===== config.mk =====
export PLATFORM = sky130hd
export DESIGN_NAME = seg7_scan_driver
export DESIGN_NICKNAME = d
export VERILOG_FILES = /design/src/rtl/seg7_scan_driver.sv
export SDC_FILE = /design/constraint.sdc
export NUM_CORES = 1
export LEC_CHECK = 0
export ABC_AREA = 1
export CORE_MARGIN = 5
export CORE_UTILIZATION = 39
export CTS_CLUSTER_SIZE = 28
export DETAILED_ROUTE_END_ITERATION = 16
export SETUP_SLACK_MARGIN = 0.15
export SYNTH_ARGS = -nofsm -noshare
export SYNTH_HDL_FRONTEND = slang
export SYNTH_SLANG_ARGS = --single-unit

===== constraint.sdc =====
create_clock -name clkin_50 -period 4.4 [get_ports clkin_50]
set_input_delay 1.32 -clock clkin_50 [delete_from_list [all_inputs] [get_ports clkin_50]]
set_output_delay 1.32 -clock clkin_50 [all_outputs]
set_load 0.1 [all_outputs]

===== src/rtl/seg7_scan_driver.sv =====
// Multiplexed seven-segment scan driver: hex decode, per-digit dp/blank, PWM brightness,
// dark guard interval between digits, and frame-synchronous double-buffered register updates.
module seg7_scan_driver #(
    parameter int NUM_DIGITS   = 2,
    parameter int CLK_HZ       = 50_000_000,
    parameter int REFRESH_HZ   = 1000,
    parameter int GUARD_CYCLES = 16,
    parameter int PWM_BITS     = 4
) (
    input  logic                    clkin_50,
    input  logic                    rst_n,
    input  logic                    wr_en,
    input  logic [4*NUM_DIGITS-1:0] wr_data,
    input  logic [NUM_DIGITS-1:0]   wr_dp,
    input  logic [NUM_DIGITS-1:0]   wr_blank,
    input  logic [PWM_BITS-1:0]     wr_bright,
    output logic                    wr_ready,
    output logic [7:0]              seg7_data,
    output logic [NUM_DIGITS-1:0]   seg7_char,
    output logic                    frame_done
);

    localparam int DWELL = CLK_HZ / (REFRESH_HZ * NUM_DIGITS);
    localparam int CNT_W = (DWELL > 1) ? $clog2(DWELL) : 1;
    localparam int IDX_W = (NUM_DIGITS > 1) ? $clog2(NUM_DIGITS) : 1;
    localparam logic [CNT_W-1:0] GUARD_LAST = CNT_W'(GUARD_CYCLES - 1);
    localparam logic [CNT_W-1:0] DWELL_LAST = CNT_W'(DWELL - 1);
    localparam logic [IDX_W-1:0] IDX_LAST   = IDX_W'(NUM_DIGITS - 1);

    typedef enum logic [0:0] {
        ST_GUARD = 1'b0,
        ST_ON    = 1'b1
    } state_e;

    function automatic logic [6:0] hex_to_seg(input logic [3:0] nib);
        logic [6:0] seg;
        case (nib)
            4'h0:    seg = 7'h3F;
            4'h1:    seg = 7'h06;
            4'h2:    seg = 7'h5B;
            4'h3:    seg = 7'h4F;
            4'h4:    seg = 7'h66;
            4'h5:    seg = 7'h6D;
            4'h6:    seg = 7'h7D;
            4'h7:    seg = 7'h07;
            4'h8:    seg = 7'h7F;
            4'h9:    seg = 7'h6F;
            4'hA:    seg = 7'h77;
            4'hB:    seg = 7'h7C;
            4'hC:    seg = 7'h39;
            4'hD:    seg = 7'h5E;
            4'hE:    seg = 7'h79;
            4'hF:    seg = 7'h71;
            default: seg = 7'h00;
        endcase
        return seg;
    endfunction

    state_e                  state_q, state_d;
    logic [CNT_W-1:0]        cnt_q, cnt_d;
    logic [IDX_W-1:0]        idx_q, idx_d;
    logic [PWM_BITS-1:0]     pwm_q, pwm_d;
    logic [4*NUM_DIGITS-1:0] act_data_q, act_data_d, pend_data_q, pend_data_d;
    logic [NUM_DIGITS-1:0]   act_dp_q, act_dp_d, pend_dp_q, pend_dp_d;
    logic [NUM_DIGITS-1:0]   act_blank_q, act_blank_d, pend_blank_q, pend_blank_d;
    logic [PWM_BITS-1:0]     act_bright_q, act_bright_d, pend_bright_q, pend_bright_d;
    logic                    ready_q, ready_d;
    logic [7:0]              seg_q, seg_d;
    logic [NUM_DIGITS-1:0]   char_q, char_d;
    logic                    fd_q, fd_d;
    logic                    frame_end_s;
    logic [3:0]              nib_s;

    // Scan sequencer: guard/on slot timing, digit index and free-running PWM counter
    always_comb begin
        state_d     = state_q;
        cnt_d       = cnt_q + CNT_W'(1);
        idx_d       = idx_q;
        pwm_d       = pwm_q + PWM_BITS'(1);
        frame_end_s = 1'b0;
        case (state_q)
            ST_GUARD: begin
                if (cnt_q == GUARD_LAST) begin
                    state_d = ST_ON;
                end else begin
                    state_d = ST_GUARD;
                end
            end
            ST_ON: begin
                if (cnt_q == DWELL_LAST) begin
                    state_d = ST_GUARD;
                    cnt_d   = '0;
                    if (idx_q == IDX_LAST) begin
                        idx_d       = '0;
                        frame_end_s = 1'b1;
                    end else begin
                        idx_d = idx_q + IDX_W'(1);
                    end
                end else begin
                    state_d = ST_ON;
                end
            end
            default: begin
                state_d = ST_GUARD;
                cnt_d   = '0;
            end
        endcase
    end

    // Double buffer: apply at frame end takes priority; a write landing on the boundary waits a frame
    always_comb begin
        act_data_d    = act_data_q;
        act_dp_d      = act_dp_q;
        act_blank_d   = act_blank_q;
        act_bright_d  = act_bright_q;
        pend_data_d   = pend_data_q;
        pend_dp_d     = pend_dp_q;
        pend_blank_d  = pend_blank_q;
        pend_bright_d = pend_bright_q;
        ready_d       = ready_q;
        if (frame_end_s && !ready_q) begin
            act_data_d   = pend_data_q;
            act_dp_d     = pend_dp_q;
            act_blank_d  = pend_blank_q;
            act_bright_d = pend_bright_q;
            ready_d      = 1'b1;
        end else if (wr_en && ready_q) begin
            pend_data_d   = wr_data;
            pend_dp_d     = wr_dp;
            pend_blank_d  = wr_blank;
            pend_bright_d = wr_bright;
            ready_d       = 1'b0;
        end else begin
            ready_d = ready_q;
        end
    end

    // Pin drive computed from current scan state, registered one cycle later
    always_comb begin
        seg_d  = '0;
        char_d = '0;
        fd_d   = frame_end_s;
        nib_s  = act_data_q[{idx_q, 2'b00} +: 4];
        if (state_q == ST_ON) begin
            char_d[idx_q] = 1'b1;
            if (!act_blank_q[idx_q] && (pwm_q < act_bright_q)) begin
                seg_d = {act_dp_q[idx_q], hex_to_seg(nib_s)};
            end else begin
                seg_d = '0;
            end
        end else begin
            seg_d  = '0;
            char_d = '0;
        end
    end

    // State, buffer and output registers
    always_ff @(posedge clkin_50 or negedge rst_n) begin
        if (!rst_n) begin
            state_q       <= ST_GUARD;
            cnt_q         <= '0;
            idx_q         <= '0;
            pwm_q         <= '0;
            act_data_q    <= '0;
            act_dp_q      <= '0;
            act_blank_q   <= '1;
            act_bright_q  <= '0;
            pend_data_q   <= '0;
            pend_dp_q     <= '0;
            pend_blank_q  <= '1;
            pend_bright_q <= '0;
            ready_q       <= 1'b1;
            seg_q         <= '0;
            char_q        <= '0;
            fd_q          <= 1'b0;
        end else begin
            state_q       <= state_d;
            cnt_q         <= cnt_d;
            idx_q         <= idx_d;
            pwm_q         <= pwm_d;
            act_data_q    <= act_data_d;
            act_dp_q      <= act_dp_d;
            act_blank_q   <= act_blank_d;
            act_bright_q  <= act_bright_d;
            pend_data_q   <= pend_data_d;
            pend_dp_q     <= pend_dp_d;
            pend_blank_q  <= pend_blank_d;
            pend_bright_q <= pend_bright_d;
            ready_q       <= ready_d;
            seg_q         <= seg_d;
            char_q        <= char_d;
            fd_q          <= fd_d;
        end
    end

    assign wr_ready   = ready_q;
    assign seg7_data  = seg_q;
    assign seg7_char  = char_q;
    assign frame_done = fd_q;

endmodule

==> impl.org, run 1 <==
** Floorplanning
- The die covers 0.0102 mm2.
- Die Y-Extent :: approximately 100 um
- During I/O placement, the number of pins put on the boundary was 31.
- The floorplan step defined a core boundary enclosing 0.00813 mm2.
- Measured along the x axis, the die boundary spans around 100 um.
- Starting density of the core :: 0.396
- Standard-cell row count :: 33

** STA
- Final critical path time including I/O delays and setup :: about 3.4 ns
- Hold Worst Slack :: 0.466 ns
- The final-report max-slew violation count is 0.
- Post-route worst setup slack :: roughly 1.0 ns
- Post-Route Setup TNS :: 0 ns
- Setup repair after global routing left no endpoint under its margin.
- Based on the critical path, the design can be clocked at up to about 300 MHz.
- Relative slew slack :: 0.326
- Period utilization :: 0.763
- The clock arrives with 0.00822 ns of skew.
- For the pin with the worst max-slew slack, the measured transition is ~1 ns.
- The number of hold violations in the final report is 0.
- Setup violations remaining at the end of the flow were counted as 0.

** GRT
- Wire length of the first global-routing pass :: around 11 mm
- For this run, the total global-route usage over all layers was measured as 0.136.
- Number of antenna violations at the first check in global routing :: 0
- Via count of the first global-routing pass :: between 2,000 and 2,500
- Largest net degree at the start of global routing :: 45
- Total overflow reported by the global router :: 0

** Logic synthesis
- The share of the Yosys chip area taken by registers is 0.507.
- Synthesis produced a netlist whose cell count is 389.
- In this run the cell area of the synthesized design comes to roughly 0.0032 mm2.
- Synth top area share :: 0.466
- Cell accounting for the most synthesized area :: dfrtp_1
- Synth cell types :: 32
- For this run, the number of Yosys warnings is 0.
- Number of flip-flops and latches in the synthesized netlist :: 65
- Synthesized area divided by synthesized cell count :: 8.28 um2
- Net count after synthesis :: about 420
- Yosys attributes the largest share of cell area to dfrtp_1 47%, nand2_1 18%, nand4_1 4.5%, ha_1 4.3%, inv_1 4.2%.

** Cells and area
- Antenna Cells :: 0
- Leading cell type in the layout, fill and taps excluded :: nand2_1
- For this run, the number of standard cells in the final layout without fillers is approximately 530.
- Share of final-layout standard cells stronger than drive strength 1 :: 0.0984
- Measured on the finished design, the core utilization comes to 0.467.
- Leading cell types in the layout, fill and taps excluded :: 151 x nand2_1, 60 x dfrtp_1, 36 x inv_1, 29 x clkdlybuf4s50_1, 25 x nor2_1
- Area overhead of the layout relative to synthesis :: 18.1%
- After filler insertion, the fill cell instance count of the layout stands at roughly 800.
- After the last flow step, the layout net total stands at between 400 and 500.

** Clock tree
- CTS buffer count :: 9
- Clock-pin slew was measured on the worst setup and hold paths at ~0.080 ns.
- For the worst-skew pair, the clock arrives at the later sink with an insertion delay of between 0.3 and 0.4 ns.
- CTS tree :: built
- Number of sinks driven by the clock tree :: 65
- In this run, post-CTS hold repair placed 0 buffers.
- The tree is rooted in a clkbuf_8.
- No sink is reached through more buffers than the 2 on the longest clock path.
- PostCTS Resize Cnt :: 0
- Number of H-tree levels :: 3
- The number of setup buffers added after CTS is 0.

** Setup path
- Number of cells on the critical path :: 1
- The most critical setup path has its endpoint at wr_ready.
- Setup crit start :: wr_ready
- Critical Path End Type :: primary output
- Walking the worst path, the cells encountered are clkdlybuf4s50_1.
- Crit Path Class :: reg -> out
- The largest individual stage delay along the critical path comes from the cell clkdlybuf4s50_1.
- The startpoint identified for the worst register-to-register timing path is idx_q.
- Worst reg-to-reg setup slack :: between 2 and 2.5 ns
- Worst EP arrival :: roughly 2.0 ns
- Buf+Inv Stages, Crit Path :: 1
- Critical path launch point type :: flop
- Delay-heaviest family, CP :: buffers and inverters
- In this run the worst path has a maximum fanout of 3.
- Worst R2R Path Depth :: 8
- Worst reg2reg endpoint :: seg7_data[5]
- The largest single stage delay on the critical path is approximately 1.1 ns.
- Data on the critical path is required at its endpoint by 3.08 ns.

** Job
- Reported max-cap violation count :: 0

** Placement
- In this run the tool buffered the top-level ports with 30 buffer cells.
- Before CTS, the worst setup slack after placement is about 1.3 ns.
- RePlAce Congestion :: about 0.85
- The wire-length estimate of the detail-placed layout is 4.49 mm.
- Placed cell count :: between 500 and 600

** Min path
- The worst hold path belongs to the class reg -> reg.

** Outcome
- The run finished with clean final reports.

** Routing
- Before antenna repair, the detailed router went through 5 iterations.
- First DRT Iteration DRCs :: around 140
- Detail Route Antenna Nets :: 0
- In the routed design, unresolved DRC markers number 0.
- Post-DR wirelength/cell :: between 10 and 15 um
- Ratio of routed vias to standard cells :: ~4.7
- After detailed routing, the total wire length is around 6.3 mm.
- Count of vias placed by the detailed router :: 2,506

** Power
- The worst-case IR drop observed on VDD is roughly 180 uV.
- Static leakage :: a little under 2 nW
- For this design the ratio of total power to cell area is 343 mW/mm2.
-- layout make-up --
class,count,area (um2),area share
flip-flops and latches,65,1630,0.429
multi-input cells,272,1370,0.359
repair buffers,31,303,0.0796
inverters,43,161,0.0424
well taps,105,131,0.0346
clock buffers,9,124,0.0326
clock inverters,7,83.8,0.0220
-- sequential cells by signal, summed over array words and instances, names as in the netlist --
| signal | count |
|---|---|
| pend_blank_q | 2 |
| act_bright_q | 4 |
| seg7_char | 2 |
| idx_q | 1 |
| act_dp_q | 2 |
| pwm_q | 4 |
| wr_ready | 1 |
| seg7_data | 8 |
| pend_data_q | 8 |
| frame_done | 1 |
| pend_bright_q | 4 |
| act_blank_q | 2 |
| act_data_q | 8 |
| cnt_q | 15 |
| state_q | 1 |
| pend_dp_q | 2 |
-- report_power, final --
| group | total [mW] | switching, mW | internal [mW] |
|---|---|---|---|
| Clock | 0.535 | 0.263 | 0.272 |
| Combinational | 0.0889 | 0.0520 | 0.0370 |
| Sequential | 0.680 | 0.0290 | 0.651 |
-- cells by family after synthesis --
family,after synthesis,share of synthesized area
and+or+nand+nor,241,0.334
DFF,65,0.507
buffers and inverters,52,0.0688
adders and majority gates,11,0.0427
AOI/OAI and AO/OA,10,0.0206
xor gates and xnor gates,10,0.0272
-- how the worst min path moves through the flow --
stage / cells after the start / endpoint / from / slack (ns)
after floorplan: 1 / pwm_q[0] / pwm_q[0] / 0.43
after global placement: 2 / act_data_q[0] / act_data_q[0] / 0.45
after detailed placement: 2 / act_blank_q[1] / act_blank_q[1] / 0.46
after CTS: 2 / act_blank_q[1] / act_blank_q[1] / 0.47
after global routing: 2 / act_blank_q[1] / act_blank_q[1] / 0.49
final: 2 / act_blank_q[1] / act_blank_q[1] / 0.47
-- per-stage QoR --
stage / power (mW) / instance area, um2
6_report: 1.30 / 3800
3_3_place_gp: 0.781 / 3590
2_1_floorplan: 0.735 / 3220
5_1_grt: 1.37 / 3800
4_1_cts: 1.32 / 3800
3_5_place_dp: 0.782 / 3590
-- per-layer routing --
| metal | part of all wire | GRT usage |
|---|---|---|
| met5 | 0 | 0 |
| met1 | 0.51 | 0.188 |
| met3 | 0.033 | 0.0291 |
| met4 | 0.022 | 0.0808 |
| met2 | 0.43 | 0.195 |
-- cells in the mapped netlist --
library cell  number
a21boi_0           1
a21oi_1            2
buf_2              3
buf_4              2
buf_6              2
clkbuf_1           2
clkinv_1           3
dfrtp_1           60
dfstp_2            5
ha_1              11
inv_1             36
inv_2              4
nand2_1          151
nand2_2            5
nand3_1           24
nand3_2            1
nand3b_1           1
nand4_1           23
nand4_2            1
nor2_1            25
nor2_2             3
nor2_4             2
nor2_8             1
nor3_1             2
nor3_2             1
nor3b_1            1
o21ai_0            4
o21ai_1            1
o21ai_4            1
o21bai_1           1
xnor2_1            1
xor2_1             9
(Power assumes the default switching activity.)
==> run 2, diff against run 1 <==
clock period = 3.05 ns   (was 4.4 ns; I/O delays follow)
==> run 2 against run 1 <==
Critical path type unchanged; highest routed layer unchanged; sequential power up 45%; global-route usage up 0.30 points; sequential cell count unchanged; hold slack better by 0.0061 ns.
==> impl.org, run 2 (synthesized netlist as in run 1, its figures left out) <==
** Cells and area
- Register containing the most flip-flops in the final layout :: cnt_q
- Final layout net count :: 453 (+0.22%)
- Area overhead of the layout relative to synthesis :: 17.2%
- The library cells used most frequently in the layout, excluding fill and tap cells, are 151 x nand2_1, 60 x dfrtp_1, 36 x inv_1, 25 x nor2_1, 24 x nand3_1.
- The number of flip-flops under the largest register name is 15 (unchanged).
- The post-route standard cell area excluding fillers came to 0.00377 mm2 (-0.76%).
- Leading cell type in the layout, fill and taps excluded :: nand2_1
- Share of final-layout standard cells stronger than drive strength 1 :: 0.129 (+0.0301)
- Antenna Cells :: 0 (unchanged)
- Filler cell count :: 796 (-0.62%)

** Clock tree
- The number of buffers inserted during clock tree synthesis was 9 (unchanged).
- The tree is rooted in a clkbuf_8.
- The number of H-tree levels came to 3 (unchanged).
- The CTS clock-pin slew for the worst setup and hold paths came to 0.08 ns (about the same).
- Buffer count from post-CTS setup fixing :: 0 (unchanged)
- TritonCTS built the clock tree.
- Number of sinks driven by the clock tree :: 65 (unchanged)
- The clock latency at the later pin of the worst-skew pair came to 0.34 ns (-0.02 ns).
- The hold buffer count at cts was 0 (unchanged).
- The post-CTS resize count came to 0 (unchanged).
- Largest buffer count on any clock path :: 2 (unchanged)

** Floorplanning
- The horizontal die dimension is 101 um (unchanged).
- Die Y-Extent :: 101 um (unchanged)
- IO Count :: 31 (unchanged)
- CORE AREA :: 0.00813 mm2 (unchanged)
- The number of placement rows came to 33 (unchanged).
- The starting density of the core was 0.396 (unchanged).
- The full die area was 0.0102 mm2 (unchanged).

** Power
- Static leakage :: 2.00 nW (+1.2%)
- The switching part of the total was 0.258 (-0.00551).
- P per Cell Area :: 492 mW/mm2 (+44%)
- Logic gate share of total power :: 0.070 (+0.002)
- Worst vdd ir :: 240 uV (+32%)
- Cell-internal power :: 1.38 mW (+44%)
- Switch Pwr :: 0.480 mW (+39%)
- Reg power frac :: 0.529 (+0.008)
- The total power of the final layout is 1.86 mW (+42%).
- The share of power burned in the clock network came to 0.401 (-0.010).

** Outcome
- Run status :: completed

** STA
- Number of slew-limit violations in the final report :: 0 (unchanged)
- Derived from the worst setup path, the maximum achievable clock frequency is approximately 470 MHz.
- The worst-case clock skew came to 0.00978 ns (+0.00157 ns).
- Post-route worst setup slack :: 0.937 ns (-0.105 ns)
- The transition time of the tightest slew-check pin is 0.807 ns (-0.204 ns).
- Setup repair after global routing left no endpoint under its margin.
- The total negative slack was 0 ns (unchanged).
- Relative slew slack :: 0.462 (+0.136)
- After layout, the minimum clock period comes to 2.11 ns.
- The final setup violation count was 0 (unchanged).
- Of the available clock period, the critical path in the final layout requires 0.693.
- Final hold violation count :: 0 (unchanged)

** Setup path
- Critical Path End Type :: primary output
- Data required time of the worst path :: 2.13 ns (-0.95 ns)
- The peak per-stage delay on the critical path is 0.56 ns (-0.58 ns).
- The worst setup path is of the reg -> out kind.
- Delay-heaviest family, CP :: flip-flops
- Max Fanout on Critical Path :: 3 (unchanged)
- Buf+Inv Stages, Crit Path :: 1 (unchanged)
- The worst setup path is launched from a flop.
- Crit-path cells :: buf_4
- On the critical path, the stage with the largest delay is an instance of dfstp_2.
- Worst EP arrival :: 1.20 ns (-0.84 ns)

** Routing
- The violation count after the first detailed-routing iteration is 56 (-59%).
- Post-DR wirelength/cell :: 11.5 um (-2.3%)
- Drt first pass iters :: 4 (-1)
- The number of vias after detailed routing came to 2,451 (-2.2%).
- The detailed-route DRC error count came to 0 (unchanged).
- The final wirelength is 6.15 mm (-2.1%).
- The post-detailed-route via-to-cell ratio came to 4.60 (-2.4%).
- The number of nets still failing antenna checks after routing was 0 (unchanged).

** GRT
- Wire length of the first global-routing pass :: 11.3 mm (+4.3%)
- The all-layer global routing usage was 0.139 (+0.00304).
- The total overflow reported by the global router came to 0 (unchanged).
- Number of antenna violations at the first check in global routing :: 0 (unchanged)
- The via count of the first global-routing pass is 2,406 (+0.50%).
- Largest net degree at the start of global routing :: 66 (+47%)

** Placement
- HPWL Detailed :: 4.40 mm (-1.8%)
- DP Worst Slack :: 0.684 ns (-0.652 ns)
- The total of buffers placed on input and output ports is 30 (unchanged).
- The placed standard-cell area came to 0.00357 mm2 (-0.63%).
- The final RePlAce weighted congestion was 0.854 (unchanged).

** Min path
- The worst hold path belongs to the class reg -> reg.

** Job
- Reported max-cap violation count :: 0 (unchanged)
[run 2: changes by cell type in the layout (fill, tap and decap cells not counted), sizes merged]
cell	delta
buf	+13
clkdlybuf4s50	-12
clkinv	+2
inv	-2
[run 2: power groups by stage]
| stage | Clock, mW | Combinational, mW | Sequential (mW) |
|---|---|---|---|
| floorplan | 0 | 0.0674 | 0.992 |
| global placement | 0 | 0.128 | 1.00 |
| detailed placement | 0 | 0.132 | 1.00 |
| CTS | 0.774 | 0.133 | 0.983 |
| global route | 0.801 | 0.154 | 0.994 |
| finish | 0.745 | 0.129 | 0.983 |
[run 2: path summary, 6_finish.rpt]
| check | start | to | depth (start not counted) | slack, ns |
|---|---|---|---|---|
| worst max-delay path | wr_ready | wr_ready | 1 | 0.94 |
| max in group asynchronous | rst_n | act_dp_q[0] | 2 | 1.77 |
| worst max register to register | idx_q | seg7_data[5] | 8 | 1.02 |
| min in group asynchronous | rst_n | cnt_q[6] | 2 | 0.75 |
| worst min-delay path | act_blank_q[0] | act_blank_q[0] | 2 | 0.47 |
| worst min register to register | act_blank_q[0] | act_blank_q[0] | 2 | 0.47 |
[run 2: stage by stage]
step | hold WS (ns) | instances | utilization
CTS | 0.474 | 533 | 0.464
global route | 0.496 | 533 | 0.464
global placement | 0.451 | 517 | 0.439
finish | 0.472 | 533 | 0.464
detailed placement | 0.457 | 517 | 0.439
floorplan | 0.434 | 389 | -
[run 2: area by class of cell]
class,count,area [um2],share of cell area
flip-flops and latches,65,1630,0.433
multi-input cells,272,1370,0.362
inverters,43,161,0.0428
repair buffers,32,280,0.0743
clock buffers,9,124,0.0328
clock inverters,7,77.6,0.0206
well taps,105,131,0.0348
[run 2: routing by layer]
metal | vias up | global-route usage | routed length (um)
met1 | 1110 | 0.205 | 3270
met5 | - | 0 | 0
li1 | 1294 | - | -
met4 | 0 | 0.0560 | 103
met2 | 37 | 0.197 | 2570
met3 | 10 | 0.0291 | 204
==> run 3, diff against run 2 <==
clock period = 1.9 ns   (was 3.05 ns; I/O delays follow)
==> run 3 against run 2 <==
Count of clock-buffer cells in the layout is the same; non-clock buffer count is 6 higher; largest cell class unchanged; clock power up 80%; largest power group unchanged; register-to-register slack worse by 0.76 ns; via count increased by 2.4%; clock skew hardly changed.
==> impl.org, run 3 (synthesized netlist as in run 1, its figures left out) <==
** Clock tree
- The post-CTS resize count is 0 (unchanged).
- The clock latency at the later pin of the worst-skew pair came to 0.35 ns (about the same).
- Worst-path clk slew :: 0.08 ns (about the same)
- The clock sink count was 65 (unchanged).
- Number of H-tree levels :: 3 (unchanged)
- Clock Tree Root :: clkbuf_8
- CTS buffer count :: 9 (unchanged)
- The number of buffers inserted to repair setup after CTS is 0 (unchanged).
- CTS tree :: built
- The maximum count of clock buffers along a single path is 2 (unchanged).
- The hold buffer count at cts came to 0 (unchanged).

** Routing
- The wire length per cell is 11.6 um (+0.66%).
- Count of vias placed by the detailed router :: 2,510 (+2.4%)
- The violation count after the first detailed-routing iteration is 141 (+150%).
- The detailed-route DRC error count is 0 (unchanged).
- The final wirelength was 6.26 mm (+1.8%).
- The number of nets still failing antenna checks after routing came to 0 (unchanged).
- The total iterations of the first detailed-routing run is 4 (unchanged).
- The post-detailed-route via-to-cell ratio was 4.66 (+1.3%).

** Cells and area
- Final layout net count :: 459 (+1.3%)
- The library cell used most frequently in the layout, excluding fill and tap cells, is nand2_1.
- The fraction of final layout cells with drive strength greater than 1 came to 0.141 (+0.0120).
- Cell area after layout :: 0.00401 mm2 (+6.2%)
- Leading cell types in the layout, fill and taps excluded :: 151 x nand2_1, 60 x dfrtp_1, 36 x inv_1, 25 x nor2_1, 24 x nand3_1
- Area overhead of the layout relative to synthesis :: 24.4%
- The final non-filler cell total was 539 (+1.1%).
- Flip-flop count of the largest register, all copies and words added :: 15 (unchanged)
- Register containing the most flip-flops in the final layout :: cnt_q
- The number of antenna repair diodes was 0 (unchanged).

** Outcome
- Run status :: completed

** Power
- The power density over cell area was 784 mW/mm2 (+59%).
- The total power of the final layout was 3.14 mW (+69%).
- Worst vdd ir :: 475 uV (+98%)
- The leakage component of the power was 2.08 nW (+4.0%).

** Setup path
- The cell family contributing the most delay on the critical path is flip-flops.
- The critical path is of the reg -> out type.
- Walking the worst path, the cells encountered are buf_12.
- STA classifies the critical path startpoint as a flop.
- Max Fanout on Critical Path :: 3 (unchanged)
- Data required time of the worst path :: 1.33 ns (-0.80 ns)
- The slowest stage of the critical path belongs to the cell dfstp_2.
- The total buffers and inverters traversed by the critical path was 1 (unchanged).
- Critical Path End Type :: primary output
- Max stage delay on crit path :: 0.59 ns (+0.03 ns)
- Worst EP arrival :: 1.13 ns (-0.07 ns)

** Placement
- Placed cell count :: 523 (+1.2%)
- HPWL Detailed :: 4.56 mm (+3.5%)
- RePlAce Congestion :: 0.812 (-4.9%)
- The placed standard-cell area was 0.00378 mm2 (+5.8%).
- Count of input and output buffers :: 30 (unchanged)
- The setup slack at placement is 0.109 ns (-0.575 ns).

** Min path
- The path class of the tightest hold or removal check is in -> async.

** GRT
- The all-layer global routing usage is 0.137 (-0.00161).
- The via count of the first global-routing pass came to 2,481 (+3.1%).
- Wire length of the first global-routing pass :: 11.2 mm (-1.2%)
- Total overflow reported by the global router :: 0 (unchanged)
- The initial antenna violation count was 0 (unchanged).
- The largest net degree at the start of global routing came to 30 (-55%).

** Floorplanning
- The number of placement rows came to 33 (unchanged).
- CORE AREA :: 0.00813 mm2 (unchanged)
- The horizontal die dimension was 101 um (unchanged).
- The vertical die dimension was 101 um (unchanged).
- Starting density of the core :: 0.396 (unchanged)
- The number of I/O pins came to 31 (unchanged).
- Die area :: 0.0102 mm2 (unchanged)

** Job
- The number of max-cap violations came to 0 (unchanged).

** STA
- The routed design could run at a clock period as short as ~1.7 ns.
- Setup repair after global routing left no endpoint under its margin.
- Post-Route Setup TNS :: 0 ns (unchanged)
- Measured slew at the worst slew-check pin :: 0.475 ns (-0.332 ns)
- The worst slew margin relative to its limit was 0.684 (+0.222).
- Number of failing setup endpoints in the final timing report :: 0 (unchanged)
- The worst-case clock skew was 0.00984 ns (+0.0000592 ns).
- Period utilization :: 0.893
- The number of hold violations in the final report came to 0 (unchanged).
- Number of slew-limit violations in the final report :: 0 (unchanged)
- Post-route worst setup slack :: 0.204 ns (-0.732 ns)
- Max Clock Freq :: 590 MHz
==> run 3: final timing paths <==
check                               start        endpoint  slack (ns)  cells past startpoint
min in group clkin_50      act_blank_q[1]  act_blank_q[1]        0.47                      2
hold / removal                      rst_n      frame_done        0.17                      1
max in group asynchronous           rst_n  act_blank_q[0]        1.15                      2
setup reg to reg                    idx_q    seg7_data[5]        0.26                      8
hold reg to reg            act_blank_q[1]  act_blank_q[1]        0.47                      2
setup / recovery                 wr_ready        wr_ready        0.20                      1
==> run 3: layer usage <==
layer	routed length, um	GRT usage
met1	3180	0.195
met2	2730	0.205
met5	0	0
met4	96	0.0435
met3	254	0.0360
==> run 3: final cells by class <==
class,instances,area (um2)
Fill cell,760,4130
Sequential cell,65,1630
Multi-Input combinational cell,272,1370
Timing Repair Buffer,38,488
Inverter,43,161
Tap cell,105,131
Clock buffer,9,124
Clock inverter,7,103
==> run 3: metrics by stage <==
step,hold WS [ns],utilization
floorplan,0.274,-
global placement,0.454,0.465
detailed placement,0.455,0.465
CTS,0.175,0.493
global route,0.187,0.493
finish,0.167,0.493
==> run 3: power by group <==
group	internal [mW]	switching (mW)	leakage, nW
Combinational	0.0995	0.121	1.13
Clock	0.749	0.592	0.110
Sequential	1.51	0.0716	0.840
Total	2.36	0.784	2.08
==> patch: new RTL, settings of run 3 <==
`NUM_DIGITS`: 2 -> 1.
--- a/src/rtl/seg7_scan_driver.sv
+++ b/src/rtl/seg7_scan_driver.sv
@@ -1,7 +1,7 @@
 // Multiplexed seven-segment scan driver: hex decode, per-digit dp/blank, PWM brightness,
 // dark guard interval between digits, and frame-synchronous double-buffered register updates.
 module seg7_scan_driver #(
-    parameter int NUM_DIGITS   = 2,
+    parameter int NUM_DIGITS   = 1,
     parameter int CLK_HZ       = 50_000_000,
     parameter int REFRESH_HZ   = 1000,
     parameter int GUARD_CYCLES = 16,
Interface: changed (resized seg7_char, wr_blank, wr_data and wr_dp); port bits go from 31 to 24. The function was not compared with the original's and may differ.
==> patch against run 3 <==
- design area decreased by 25%
- area after synthesis decreased by 23%
- hold slack got worse by 0.026 ns
- cell count decreased by 31%
- die area decreased by 21%
- sequential share of layout area increased by 2.5 points
- wire length decreased by 31%
- worst setup slack improved by 0.070 ns
- sequential cell count decreased by 13
Power is not compared: it rests on default switching activity, and its combinational part moved more than twofold at a synthesized area within 25%.
==> patch: results <==
[synth]
muxShareOfSynthArea_pct = 4.539
synth_xor_area_share_pct = 3.530
yosysWarnings = 0
synth_adder_area_share_pct = 5.547
synth_cell_types = 32
synth_nets = 289
synth_commonest_cells = nand2_1, dfrtp_1, nor2_1, inv_1, nand3_1
ys_seq_area_share_pct = 52.60
synth_compound_area_share_pct = 4.639
yosys-top-cells-area = dfrtp_1, nand2_1, ha_1
synthCells = 265

[worst_setup_path]
path_max_fanout = 3
slowest_stage = dfstp_2
path_delay_family = flip-flops
slowest_delay_ns = 0.58
critPathArrivalTime_ns = 1.06

[placement]
placed_area_sq_mm = 0.002922
dp.cells = 364
portBuffers = 23
dp_slack_ns = 0.06606
gp_congestion = 0.7974
dp_hpwl_um = 3313

[global_routing]
grt_usage_pct = 11.56
grt_pass1_wl_um = 7893
grt_max_degree = 29
antenna_found_initial = 0

[detailed_routing]
first_iter_violations = 89
route.vias.total = 1748
via_per_inst = 4.699
wl_um = 4296
drc = 0

[layout]
final_nets = 318
diodes = 0
n_fill_cell = 595
largest_reg_flops = 16
largest-register = cnt_q
drive_gt1_share_pct = 15.93

[status]
status = finished, final reports clean

[clock_network]
htreeDepth = 2
root_buffer = clkbuf_8
clockBufferDepth = 2
path_clk_slew_ns = 0.10
insertion_delay_ns = 0.31
cts_resized = 0
numCtsBuffers = 5

[power_and_ir_drop]
cellInternalPower_uw = 1454

[sta]
maxSlewHeadroom_pct = 72.89
finalClockSkew_ns = 0.01533

[min_path]
worstHoldPathType = primary input to asynchronous set/reset pin
==> patch: cell types whose count changed in the layout (fill, tap and decap cells not counted), moves of 6 or more <==
cell / run 3 / this run
inv_1: 36 / 26
clkdlybuf4s50_1: 17 / 11
nand4_1: 23 / 12
mux2_2: 0 / 10
dfrtp_1: 60 / 49
nand2_1: 151 / 59
nand3_1: 24 / 16
==> patch: per-layer routing <==
metal / part of all wire [%] / GRT usage (%) / wire length, um / up-vias
li1: - / - / - / 921
met1: 49 / 16.04 / 2093 / 794
met2: 45 / 16.95 / 1921 / 26
met3: 4.7 / 3.005 / 203 / 7
met4: 1.8 / 5.038 / 78 / 0
met5: 0 / 0 / 0 / -
==> patch: power groups by stage <==
stage | clock network [uW] | registers (uW) | logic [uW]
floorplan | 0 | 1160 | 21.2
global placement | 0 | 1170 | 73.4
detailed placement | 0 | 1170 | 75.9
CTS | 700 | 1150 | 76.0
global route | 755 | 1150 | 81.4
finish | 674 | 1150 | 72.7
==> patch: final timing paths <==
check,start,to,slack [ns],cells after the start
worst min-delay path,rst_n,cnt_q[5]$_DFF_PN0_,0.14,1
worst max-delay path,wr_ready$_DFFE_PN1P_,wr_ready,0.27,1
worst min register to register,state_q$_DFF_PN0_,seg7_char$_DFF_PN0_,0.45,0
max in group asynchronous,rst_n,wr_ready$_DFFE_PN1P_,1.19,2
min in group clkin_50,state_q$_DFF_PN0_,seg7_char$_DFF_PN0_,0.45,0
worst max register to register,pwm_q[1]$_DFF_PN0_,seg7_data[3]$_DFF_PN0_,0.39,5
==> patch: final cells by class <==
cell class	count	area [sq um]	area share, %
Multi-Input combinational cell	179	1033	34.23
Sequential cell	52	1305	43.22
Clock inverter	3	28.78	0.9532
Clock buffer	5	68.82	2.279
Inverter	29	108.9	3.605
Tap cell	77	96.34	3.191
Timing Repair Buffer	27	377.9	12.52
